File: config.mk
export PLATFORM = sky130hd
export DESIGN_NAME = aes_round_ctrl
export DESIGN_NICKNAME = d
export VERILOG_FILES = /design/src/rtl/aes_ctrl_pkg.sv /design/src/rtl/aes_round_counter.sv /design/src/rtl/aes_round_ctrl.sv
export SDC_FILE = /design/constraint.sdc
export NUM_CORES = 1
export LEC_CHECK = 0
export CORE_MARGIN = 8
export CORE_UTILIZATION = 44
export CTS_BUF_LIST = sky130_fd_sc_hd__clkbuf_4
export CTS_CLUSTER_DIAMETER = 200
export DETAILED_ROUTE_END_ITERATION = 8
export GPL_ROUTABILITY_DRIVEN = 0
export PLACE_DENSITY = 0.77
export SLEW_MARGIN = 20
export SYNTH_ARGS = -nofsm -noshare
export SYNTH_HDL_FRONTEND = slang
export SYNTH_SLANG_ARGS = --single-unit
File: constraint.sdc
create_clock -name clk_i -period 1.8 [get_ports clk_i]
set_input_delay 0.36 -clock clk_i [delete_from_list [all_inputs] [get_ports clk_i]]
set_output_delay 0.36 -clock clk_i [all_outputs]
set_load 0.1 [all_outputs]
File: src/rtl/aes_ctrl_pkg.sv
// ============================================================================
// aes_ctrl_pkg : shared types and helpers for the AES round controller
// Revision     : 1.0
// ============================================================================
`default_nettype none

package aes_ctrl_pkg;

    typedef enum logic [1:0] {
        KL128 = 2'd0,
        KL192 = 2'd1,
        KL256 = 2'd2,
        KLRSV = 2'd3
    } key_len_e;

    typedef enum logic [1:0] {
        IDLE  = 2'd0,
        ROUND = 2'd1,
        FINAL = 2'd2,
        DONE  = 2'd3
    } ctrl_state_e;

    localparam logic [4:0] c_nr_128 = 5'd10;
    localparam logic [4:0] c_nr_192 = 5'd12;
    localparam logic [4:0] c_nr_256 = 5'd14;

    function automatic logic [4:0] nr_of(input key_len_e kl);
        logic [4:0] nr;
        case (kl)
            KL192:   nr = c_nr_192;
            KL256:   nr = c_nr_256;
            default: nr = c_nr_128;
        endcase
        return nr;
    endfunction

    function automatic logic mode_legal(input logic [1:0] kl, input logic [2:0] modes);
        logic ok;
        case (kl)
            2'd0:    ok = modes[0];
            2'd1:    ok = modes[1];
            2'd2:    ok = modes[2];
            default: ok = 1'b0;
        endcase
        return ok;
    endfunction

endpackage

`default_nettype wire

File: src/rtl/aes_round_counter.sv
// ============================================================================
// aes_round_counter : loadable round index counter with terminal compare
// Revision          : 1.0
// ============================================================================
`default_nettype none

module aes_round_counter
    import aes_ctrl_pkg::*;
#(
    parameter int RND_W = 4
) (
    input  logic             clk_i,
    input  logic             rst_ni,
    input  logic             i_load,
    input  logic             i_inc,
    input  logic [RND_W-1:0] i_nr,
    input  logic             i_dec,
    output logic [RND_W-1:0] o_idx,
    output logic [RND_W-1:0] o_key_idx,
    output logic             o_last
);

    logic [RND_W-1:0] r_idx;

    // Loading jumps straight to round 1: round 0 is applied alongside the load.
    always_ff @(posedge clk_i or negedge rst_ni) begin
        if (!rst_ni) begin
            r_idx <= '0;
        end else if (i_load) begin
            r_idx <= RND_W'(1);
        end else if (i_inc) begin
            r_idx <= r_idx + RND_W'(1);
        end
    end

    assign o_idx     = r_idx;
    assign o_last    = (r_idx == (i_nr - RND_W'(1)));
    assign o_key_idx = i_dec ? (i_nr - r_idx) : r_idx;

endmodule

`default_nettype wire

File: src/rtl/aes_round_ctrl.sv
// ============================================================================
// aes_round_ctrl : round sequencer for the iterative AES-128/192/256 datapath
// Revision       : 1.0
// ============================================================================
`default_nettype none

module aes_round_ctrl
    import aes_ctrl_pkg::*;
#(
    parameter logic [2:0] KEY_MODES  = 3'b111,
    parameter int         MAX_ROUNDS = 14,
    parameter int         RND_W      = $clog2(MAX_ROUNDS + 1)
) (
    input  logic             clk_i,
    input  logic             rst_ni,
    input  logic             in_valid_i,
    output logic             in_ready_o,
    input  logic [1:0]       key_len_i,
    input  logic             decrypt_i,
    output logic             out_valid_o,
    input  logic             out_ready_i,
    output logic             data_ld_o,
    output logic             round_en_o,
    output logic             final_round_o,
    output logic             out_ld_o,
    output logic [RND_W-1:0] round_idx_o,
    output logic [RND_W-1:0] key_idx_o,
    output logic             busy_o,
    output logic             err_o
);

    ctrl_state_e      r_state;
    ctrl_state_e      w_state_nxt;
    key_len_e         r_key_len;
    logic             r_dec;

    logic             w_legal;
    logic             w_accept;
    logic             w_inc;
    logic             w_last;
    logic [RND_W-1:0] w_nr_lat;
    logic [RND_W-1:0] w_nr_in;
    logic [RND_W-1:0] w_cnt_idx;
    logic [RND_W-1:0] w_cnt_key;

    assign w_legal  = mode_legal(key_len_i, KEY_MODES);
    assign w_nr_lat = RND_W'(nr_of(r_key_len));
    assign w_nr_in  = RND_W'(nr_of(key_len_e'(key_len_i)));
    assign w_inc    = (r_state == ROUND);

    aes_round_counter #(
        .RND_W (RND_W)
    ) u_cnt (
        .clk_i     (clk_i),
        .rst_ni    (rst_ni),
        .i_load    (w_accept),
        .i_inc     (w_inc),
        .i_nr      (w_nr_lat),
        .i_dec     (r_dec),
        .o_idx     (w_cnt_idx),
        .o_key_idx (w_cnt_key),
        .o_last    (w_last)
    );

    always_ff @(posedge clk_i or negedge rst_ni) begin
        if (!rst_ni) begin
            r_state   <= IDLE;
            r_key_len <= KL128;
            r_dec     <= 1'b0;
        end else begin
            r_state <= w_state_nxt;
            if (w_accept) begin
                r_key_len <= key_len_e'(key_len_i);
                r_dec     <= decrypt_i;
            end
        end
    end

    always_comb begin
        w_state_nxt   = r_state;
        in_ready_o    = 1'b0;
        out_valid_o   = 1'b0;
        data_ld_o     = 1'b0;
        round_en_o    = 1'b0;
        final_round_o = 1'b0;
        out_ld_o      = 1'b0;
        busy_o        = 1'b0;
        err_o         = 1'b0;
        w_accept      = 1'b0;
        round_idx_o   = '0;
        key_idx_o     = '0;

        case (r_state)
            IDLE: begin
                in_ready_o = 1'b1;
            end
            ROUND: begin
                round_en_o  = 1'b1;
                busy_o      = 1'b1;
                round_idx_o = w_cnt_idx;
                key_idx_o   = w_cnt_key;
                if (w_last) begin
                    w_state_nxt = FINAL;
                end
            end
            FINAL: begin
                round_en_o    = 1'b1;
                final_round_o = 1'b1;
                out_ld_o      = 1'b1;
                busy_o        = 1'b1;
                round_idx_o   = w_cnt_idx;
                key_idx_o     = w_cnt_key;
                w_state_nxt   = DONE;
            end
            DONE: begin
                out_valid_o = 1'b1;
                in_ready_o  = out_ready_i;
                round_idx_o = w_cnt_idx;
                key_idx_o   = w_cnt_key;
                if (out_ready_i) begin
                    w_state_nxt = IDLE;
                end
            end
            default: begin
                w_state_nxt = IDLE;
            end
        endcase

        // A rejected offer leaves the state alone; an accepted one overrides it,
        // including the back-to-back case out of DONE.
        if (in_valid_i && in_ready_o) begin
            if (w_legal) begin
                w_accept    = 1'b1;
                data_ld_o   = 1'b1;
                round_idx_o = '0;
                key_idx_o   = decrypt_i ? w_nr_in : '0;
                w_state_nxt = ROUND;
            end else begin
                err_o = 1'b1;
            end
        end
    end

endmodule

`default_nettype wire

---- Word level (Yosys, flattened, before mapping) ----
Index checks and enable logic that the tools add are counted.
storage, ports and cells
  bits in registers ....................... 9
  input bits .............................. 7
cells by class
  add/sub/neg operators ................... 3
  equality and inequality tests ........... 8
  multiplexer cells ....................... 26
  reduce and logical (&&, ||, !) cells .... 7
operators by type and width
  operator               count
  $mux W4                10
  $pmux W3 S2            2
  $eq A2 B2 Y1 const B   4
  $mux W1                8
  $mux W2                4
  $eq A2 B1 Y1 const B   3
  $pmux W2 S3            1
  $reduce_or A3 Y1       2
  $add A4 B1 Y4 const B  1
  $eq A4 B4 Y1           1
  $logic_not A2 Y1       2
  $sub A4 B1 Y4 const B  1
  $sub A4 B4 Y4          1
  $pmux W1 S2            1
  $reduce_bool A2 Y1     1
  $reduce_or A2 Y1       1
  $logic_and A1 B1 Y1    1

---- Longest topological paths before layout ----
Gate-level depths: netlist of the first run.
  depth in word-level cells ............... 8
  mapped depth ............................ 9
  mapped depth without buffers ............ 9

---- Hierarchy ----
From an unflattened synthesis of the first run, not the netlist that was laid out.
second synthesis, totals
  cells, all modules ...................... 99
  area total of the unflattened synthesis .. 922.1 um^2
by module, submodules not included
  module             instances  cells an instance  area an instance (um^2)  sequential area each (um^2)
  aes_round_ctrl     1          54                 508.0                    125.1
  aes_round_counter  1          45                 414.1                    100.1

---- Worst setup path after synthesis of the first run ----
No wires, ideal clock.
  kind .................................... reg-to-output
  from .................................... register r_state[0]
  to ...................................... output port round_idx_o[0]
  arrival ................................. 4.495 ns
  path slack .............................. -3.055 ns
  stages on the path, launching flop included .. 7
  path buffers ............................ 2
  cell sequence ........................... dfrtp_1 inv_1 ha_1 nor4b_4 buf_4 nor3_1 buf_4
on the way
  word-level cells in the longest chain between the ends .. 5
  elaborated cells between the ends (all ways) .. 10
ends and longest elaborated chain
  item                                          RTL line               RTL
  start: declaration                            aes_round_ctrl.sv:32   ctrl_state_e r_state;
  start signal: assignment                      aes_round_ctrl.sv:71   r_state <= w_state_nxt;
  $eq A2 B2 Y1 or $eq A2 B1 Y1 (tied branches)  aes_round_ctrl.sv:93   case (r_state)
  $reduce_or A3 Y1 (no line)                    n/a
  $mux W4                                       aes_round_ctrl.sv:93
  $mux W4                                       aes_round_ctrl.sv:132  if (w_legal) begin
  $mux W4 (*)                                   aes_round_ctrl.sv:131  if (in_valid_i && in_ready_o) begin
  end: declaration                              aes_round_ctrl.sv:26   output logic [RND_W-1:0] round_idx_o,
Every way passes the cells marked *; elsewhere a longest branch is shown, timed or not.

---- Worst setup path after layout of the first run ----
  from .................................... register r_key_len[0]
  to ...................................... output port key_idx_o[3]
on the way
  word-level cells in the longest chain between the ends .. 7
  elaborated cells between the ends (all ways) .. 8
ends and longest elaborated chain
  item                                          RTL line                 RTL
  start: declaration                            aes_round_ctrl.sv:34     key_len_e r_key_len;
  start signal: assignment                      aes_round_ctrl.sv:73     r_key_len <= key_len_e'(key_len_i);
  $eq A2 B2 Y1 or $eq A2 B1 Y1 (tied branches)  aes_ctrl_pkg.sv:29       case (kl)
  $pmux W3 S2 (*)                               aes_ctrl_pkg.sv:29
  $sub A4 B4 Y4 (*)                             aes_round_counter.sv:38  assign o_key_idx = i_dec ? (i_nr - r_idx) : r_idx;
  $mux W4 (*)                                   aes_round_counter.sv:38
  $mux W4 (*)                                   aes_round_ctrl.sv:93
  $mux W4                                       aes_round_ctrl.sv:132
  $mux W4 (*)                                   aes_round_ctrl.sv:131
  end: declaration                              aes_round_ctrl.sv:27     output logic [RND_W-1:0] key_idx_o,
Marks and branches as above.

==> reports/metrics.yaml, run 1 <==
die_area_um2: 3560
clock-sinks: 9
period_minus_slack_ns: 2.59
max_stage_delay_ns: 0.38
via_count: 1039
drive_above_1_share_pct: 59.2
syn_inst: 94
drt-initial-drc-count: 50
period_share_pct: 144
seq_area_frac_synth_pct: 26.8
syn_area_per_cell_um2: 8.93
synth_top_area_share_pct: 26.8
wl_per_cell_um: 24.8
io-pin-count: 23
wirelength_um: 4440
reg2reg_depth: 10
relSlewSlack_pct: 69.6
overflow: 0
track_usage_pct: 20.7
start_util_pct: 44.6
cp.arrival_ns: 2.23
cp_max_fo: 2
finalSetupViolCount: 17
final_cells: 179
path_common_cell: "ha_4"
yosys_warnings: 0
cap_viol_max_count: 0
h-tree-depth: 1
die_y_um: 59.7
cp.depth: 9
cts_tree: "built"
worstMarginPinSlew_ns: 0.452
worstHoldPathType: "input port to asynchronous set/reset pin"
ys_ff_latch: 9
worst-path-buf-inv: 3
crit_path_cell_trace: "inv_1, ha_4, inv_4, ha_4, o21ai_1, a21oi_2, xor2_1, a22o_4, buf_12"
dp_cells: 158
synth_area_leaders: "dfrtp_1, ha_1, inv_1"
critPathTopFamily: "adder cells"
rows: 16
grt_pass1_wl_um: 5460
vias_per_cell: 5.80
root_buffer: "clkbuf_4"
syn_area_um2: 840
area_growth_pct: 113
drc: 0
finalHoldViolations: 0
setup_tns_ns: -6.44
drtPass1Iterations: 4
numCtsBuffers: 3
synth_cell_types: 32
grt_pass1_vias: 1020
syn-num-nets: 114
die_x_um: 59.7
status: "complete, but fails checks"
port_buffers: 22
fin_nets: 173
grt_max_degree: 13
antenna_found_initial: 0
violations: "negative setup slack"
clk_path_buf_depth: 2
fillerInstances: 44
path_class: "flip-flop to output pin"
end_kind: "output pin"
ff_latch_area_um2: 226
fmax_ghz: 0.386
clock_latency_ns: 0.27
coreArea_um2: 1880
multi_input_area_um2: 716
antenna_cells: 0
drtAntennaViolNets: 0
fin_worst_skew_ns: 0.00955
yosysTopAreaCell: "dfrtp_1"
crit_slowest_cell: "dfrtp_1"
startpoint_type: "flip-flop"
slew_violations: 0
clk_pin_slew_ns: 0.08
dp_hpwl_um: 2160
setup_slack_ns: -0.793
worst_ep_required_time_ns: 1.44
rsz0062_at_grt: "true"
ctsHoldBuffers: 0
==> sequential cells by signal, indices dropped and copies added (netlist names) <==
register / flops
u_cnt.o_idx: 4
r_key_len: 2
r_state: 2
r_dec: 1
==> worst reg2reg max path: cells and delay by family (launching register included) <==
kind                     cells  cell delay [ns]
adder cells (fa/ha/maj)      3             0.65
flip-flops                   1             0.44
AO/OA/AOI/OAI                2             0.39
buffers and inverters        4             0.33
AND/OR/NAND/NOR              1             0.08
==> metal layers <==
metal  share of wire, %  track usage, %
met2                 51            38.0
met3                8.3            2.80
met4                5.9            8.84
met5                  0               0
met1                 35            22.8
==> final timing paths <==
kind	slack, ns	startpoint	endpoint
min in group clk_i	0.62	key_len_i[1]	r_key_len[1]
worst min-delay path	0.40	rst_ni	r_key_len[0]
worst min register to register	0.69	r_key_len[0]	r_key_len[0]
worst max-delay path	-0.79	r_key_len[0]	key_idx_o[3]
max in group asynchronous	1.06	rst_ni	r_state[0]
worst max register to register	-0.20	r_key_len[1]	r_state[1]
==> timing repair <==
| item | 4_1_cts | 5_1_grt |
|---|---|---|
| gates resized for setup | 23 | 8 |
| buffers inserted | 10 | 11 |
| pin swaps | 11 | 6 |
| endpoints found under the setup margin | 16 | 17 |
==> layout make-up <==
| class | instances | area share, % |
|---|---|---|
| clock buffers | 4 | 1.68 |
| flip-flops and latches | 9 | 12.7 |
| inverters | 14 | 3.08 |
| multi-input cells | 64 | 40.1 |
| well taps | 27 | 1.89 |
| repair buffers | 61 | 40.6 |
==> cells by family after synthesis <==
kind of cell	count (synthesis)	synth area share, %
xor+xnor	6	6.26
flops	9	26.8
fa+ha+maj	13	20.3
simple gates	26	18.0
mux	3	3.73
buf+inv	21	12.5
compound gates	16	12.4
==> synthesized netlist by cell type, drive strengths merged <==
| library cell | n |
|---|---|
| o21a | 1 |
| nor4b | 1 |
| and3 | 1 |
| nor2 | 7 |
| mux2i | 2 |
| fa | 1 |
| and3b | 1 |
| dfrtp | 9 |
| nand4 | 1 |
| xnor2 | 4 |
| a22o | 1 |
| a21boi | 1 |
| a21oi | 4 |
| o31a | 1 |
| nand3b | 2 |
| and2 | 1 |
| nor3 | 3 |
| nand2 | 5 |
| nand2b | 2 |
| o211ai | 1 |
| buf | 6 |
| o21ai | 5 |
| ha | 12 |
| clkbuf | 1 |
| o31ai | 2 |
| mux2 | 1 |
| inv | 14 |
| xor2 | 2 |
| nand3 | 2 |
==> placed cells by master (no fill, tap or decap), types with 3 or more instances in the layout <==
cell / count
buf_4: 31
buf_12: 18
inv_1: 9
dfrtp_1: 8
ha_4: 7
nand2_1: 5
nor2_1: 5
ha_1: 5
buf_6: 5
inv_2: 4
xnor2_1: 4
clkbuf_4: 4
nor3_4: 3
clkdlybuf4s50_1: 3
==> per-stage QoR <==
step,hold slack [ns],util (%),cell area (um2),setup slack (ns)
2_1_floorplan,0.0644,-,1000,-0.970
3_3_place_gp,0.568,80.1,1510,-0.534
4_1_cts,0.407,90.8,1710,-0.564
3_5_place_dp,0.589,80.1,1510,-0.674
6_report,0.405,94.9,1790,-0.793
5_1_grt,0.430,94.9,1790,-0.845
Power of run 1 is left out: the tool's default activity adds up to more than one toggle a clock period on the data nets, which glitch-free logic cannot reach.
==> inputs of run 2 (changes only) <==
--- a/config.mk
+++ b/config.mk
@@ -11,6 +11,7 @@
 export CTS_CLUSTER_DIAMETER = 200
 export DETAILED_ROUTE_END_ITERATION = 8
 export GPL_ROUTABILITY_DRIVEN = 0
+export GPL_TIMING_DRIVEN = 0
 export PLACE_DENSITY = 0.77
 export SLEW_MARGIN = 20
 export SYNTH_ARGS = -nofsm -noshare
==> reports/metrics.yaml, run 2 (synthesis results as in run 1) <==
grt_use_met1_pct: 15.6
path_class: "flip-flop to output pin"
die_x_um: 59.7
h-tree-depth: 1
clock-sinks: 9
setup_slack_ns: -0.653
wirelength_um: 2960
final_cells: 161
port_buffers: 22
slew_violations: 0
drtPass1Iterations: 4
cap_viol_max_count: 0
final_cell_mix: "buf_12, buf_4, inv_1"
dp_cells: 143
drt-initial-drc-count: 19
period_share_pct: 136
fillerInstances: 99
die_area_um2: 3560
wl_per_cell_um: 18.4
vias_per_cell: 5.21
cp.arrival_ns: 2.09
ctsHoldBuffers: 0
fin_worst_skew_ns: 0.00355
end_kind: "output pin"
rsz0062_at_grt: "true"
relSlewSlack_pct: 65.7
setup_tns_ns: -5.28
grt_max_degree: 11
grt_busiest_layer: "met2"
fin_nets: 155
antenna_cells: 0
fmax_ghz: 0.408
largest_register_ffs: 4
grt_pass1_wl_um: 3840
numCtsBuffers: 3
worstHoldPathType: "input port to asynchronous set/reset pin"
overflow: 0
holdWs_ns: 0.383
final_common_cell: "buf_12"
period_minus_slack_ns: 2.45
die_y_um: 59.7
drive_above_1_share_pct: 52.2
violations: "negative setup slack"
area_growth_pct: 88.5
cts_tree: "built"
rows: 16
drc: 0
cp_max_fo: 3
grt_pass1_vias: 809
worst_ep_required_time_ns: 1.44
antenna_found_initial: 0
use_met3_pct: 1.51
grtUsageMet2_pct: 26.5
dp_hpwl_um: 1640
startpoint_type: "flip-flop"
status: "complete, but fails checks"
io-pin-count: 23
clk_pin_slew_ns: 0.07
worstMarginPinSlew_ns: 0.520
coreArea_um2: 1880
finalSetupViolCount: 14
start_util_pct: 44.6
track_usage_pct: 13.9
root_buffer: "clkbuf_4"
clock_latency_ns: 0.26
via_count: 839
drtAntennaViolNets: 0
clk_path_buf_depth: 2
finalHoldViolations: 0
==> run 2: stage by stage <==
step / setup slack, ns / cell area, um2 / utilization, %
global route: -0.734 / 1580 / 84.1
global placement: -1.66 / 1260 / 66.9
CTS: -0.573 / 1470 / 77.9
finish: -0.653 / 1580 / 84.1
detailed placement: -1.68 / 1260 / 66.9
floorplan: -0.970 / 1000 / -
==> run 2: metal layers <==
metal  up-vias  wire, um
li1        395         -
met1       418      1130
met2        20      1670
met3         6        88
met4         0        63
met5         -         0
==> run 2: final cells by class <==
cell class	count	area, um2	area share, %
multi-input combinational	64	686	43.3
buffer	6	73.8	4.66
sequential	9	228	14.4
inverter	14	52.6	3.32
clock buffer	4	30.0	1.90
timing repair buffer	37	479	30.3
tap	27	33.8	2.13
==> run 2: timing repair <==
action                     4_1_cts  5_1_grt
pin swaps                       12        4
resized for setup              133       15
setup endpoints to repair       19       17
gates cloned                     0        0
setup buffers                    9        6
==> run 2: worst max-delay path: stages, from the launching register on <==
cell and delay [ns]:
dfrtp_1 0.38, inv_1 0.09, ha_4 0.29, inv_2 0.04
ha_4 0.24, o21ai_1 0.16, a21oi_2 0.05, xor2_1 0.17
a22o_4 0.24, buf_12 0.16
==> run 2: worst paths after layout <==
check	from	to	slack, ns	cells after the start
max in group asynchronous	rst_ni	r_state[1]	1.12	1
min	rst_ni	r_key_len[0]	0.38	1
min reg2reg	u_cnt.o_idx[1]	u_cnt.o_idx[1]	0.66	2
max	r_key_len[0]	key_idx_o[3]	-0.65	9
min in group clk_i	key_len_i[1]	r_key_len[1]	0.58	3
max reg2reg	r_state[1]	r_dec	-0.03	6
Power of run 2 is left out for the same reason.
==> inputs of run 3 (changes only) <==
--- a/config.mk
+++ b/config.mk
@@ -6,13 +6,14 @@
 export NUM_CORES = 1
 export LEC_CHECK = 0
 export CORE_MARGIN = 8
-export CORE_UTILIZATION = 44
+export CORE_UTILIZATION = 50
 export CTS_BUF_LIST = sky130_fd_sc_hd__clkbuf_4
 export CTS_CLUSTER_DIAMETER = 200
 export DETAILED_ROUTE_END_ITERATION = 8
 export GPL_ROUTABILITY_DRIVEN = 0
 export GPL_TIMING_DRIVEN = 0
-export PLACE_DENSITY = 0.77
+export PLACE_DENSITY = 0.83
+export REMOVE_ABC_BUFFERS = 1
 export SLEW_MARGIN = 20
 export SYNTH_ARGS = -nofsm -noshare
 export SYNTH_HDL_FRONTEND = slang
==> constraint.sdc (replaced) <==
create_clock -name clk_i -period 3 [get_ports clk_i]
set_input_delay 0.6 -clock clk_i [delete_from_list [all_inputs] [get_ports clk_i]]
set_output_delay 0.6 -clock clk_i [all_outputs]
set_load 0.1 [all_outputs]
==> reports/metrics.yaml, run 3 (synthesis results as in run 1) <==
holdWs_ns: 0.586
antenna_found_initial: 0
ctsHoldBuffers: 0
h-tree-depth: 1
die_y_um: 57.0
worst_ep_required_time_ns: 2.40
worstMarginPinSlew_ns: 1.01
status: "completed"
finalSetupViolCount: 0
cp_max_fo: 11
relSlewSlack_pct: 32.8
crit_start: "key_len_i[0]"
period_minus_slack_ns: 2.86
cap_viol_max_count: 0
track_usage_pct: 12.6
reg2reg_depth: 6
ff_latch_area_um2: 225
cp.arrival_ns: 2.26
start_util_pct: 50.8
area_growth_pct: 24.1
final_common_cell: "inv_1"
grt_pass1_wl_um: 3320
fin_nets: 136
fillerInstances: 138
port_buffers: 22
root_buffer: "clkbuf_4"
finalHoldViolations: 0
antenna_cells: 0
cts_tree: "built"
period_share_pct: 95.4
largest_register_ffs: 4
end_kind: "output pin"
wirelength_um: 1920
numCtsBuffers: 3
clk_path_buf_depth: 2
rows: 15
die_area_um2: 3250
path_class: "input port to output pin"
drc: 0
final_cell_mix: "inv_1, ha_1, clkdlybuf4s50_1, dfrtp_1"
wl_per_cell_um: 14.6
r2r_end: "r_state[1]"
fmax_ghz: 0.349
multi_input_area_um2: 527
drtAntennaViolNets: 0
final_cells: 132
drtPass1Iterations: 4
rsz0062_at_grt: "true"
min_to: "r_key_len[1]"
die_x_um: 57.0
io-pin-count: 23
coreArea_um2: 1650
overflow: 0
clock_latency_ns: 0.26
grt_max_degree: 12
grt_pass1_vias: 735
clock-sinks: 9
holdCritStartpoint: "r_key_len[1]"
worstHoldPathType: "flip-flop to flip-flop"
slew_violations: 0
startpoint_type: "input port"
reg2reg_slack_ns: 0.96
drt-initial-drc-count: 5
rr_startpoint: "r_state[0]"
via_count: 717
min_path_cells: 2
drive_above_1_share_pct: 18.3
clk_pin_slew_ns: 0.06
vias_per_cell: 5.43
dp_cells: 126
fin_worst_skew_ns: 0.00165
dp_hpwl_um: 1440
run 3: changes by cell type in the layout (fill, tap and decap cells not counted), sizes merged:
cell and delta:
nor4b +1, clkinv +1, buf -26, clkdlybuf4s50 +5
clkdlybuf4s18 -1, dlygate4sd2 -1, dlymetal6s2s +2
run 3: layer usage:
metal  track usage (%)  up-vias  share of wire, %
met5                 0        -                 0
met4              6.04        0               3.1
met3              5.32        6               7.9
met2              22.6       19                52
met1              11.8      337                37
li1                  -      355                 -
run 3: critical path, cell delays in order:
cell,delay (ns)
clkdlybuf4s50_1,0.45
ha_1,0.28
nor4b_4,0.22
buf_4,0.22
nand3b_1,0.09
o31ai_1,0.07
buf_4,0.33
run 3: stage by stage:
step | cell area, um2 | TNS, ns | worst slack (ns) | util, %
after floorplan | 787 | -30.82 | -4.30 | -
after global routing | 1040 | -0.0208 | -0.0117 | 63.1
final | 1040 | 0 | 0.138 | 63.1
after detailed placement | 1030 | -9.58 | -1.24 | 62.3
after global placement | 1030 | -9.56 | -1.22 | 62.3
after CTS | 1060 | 0 | 0.000303 | 64.2
run 3: worst max path at each step:
stage                    to  slack [ns]  cells after the start
3_5_place_dp   key_idx_o[1]       -1.24                      6
6_report       key_idx_o[1]        0.14                      7
3_3_place_gp   key_idx_o[1]       -1.22                      6
4_1_cts              busy_o      0.0003                      3
5_1_grt        key_idx_o[0]       -0.01                      6
2_1_floorplan  key_idx_o[0]       -4.30                      4
run 3: timing repair:
action	CTS	global route
endpoints found under the setup margin	12	10
pin swaps	1	0
cloned	1	0
buffers inserted	1	0
gates resized for setup	49	13
run 3: cell type report:
class / count / area share, %
multi-input cells: 65 / 50.5
flip-flops and latches: 9 / 21.6
repair buffers: 23 / 18.1
inverters: 14 / 5.04
clock buffers: 3 / 2.16
well taps: 17 / 2.04
clock inverters: 1 / 0.480
Power of run 3 is left out for the same reason.
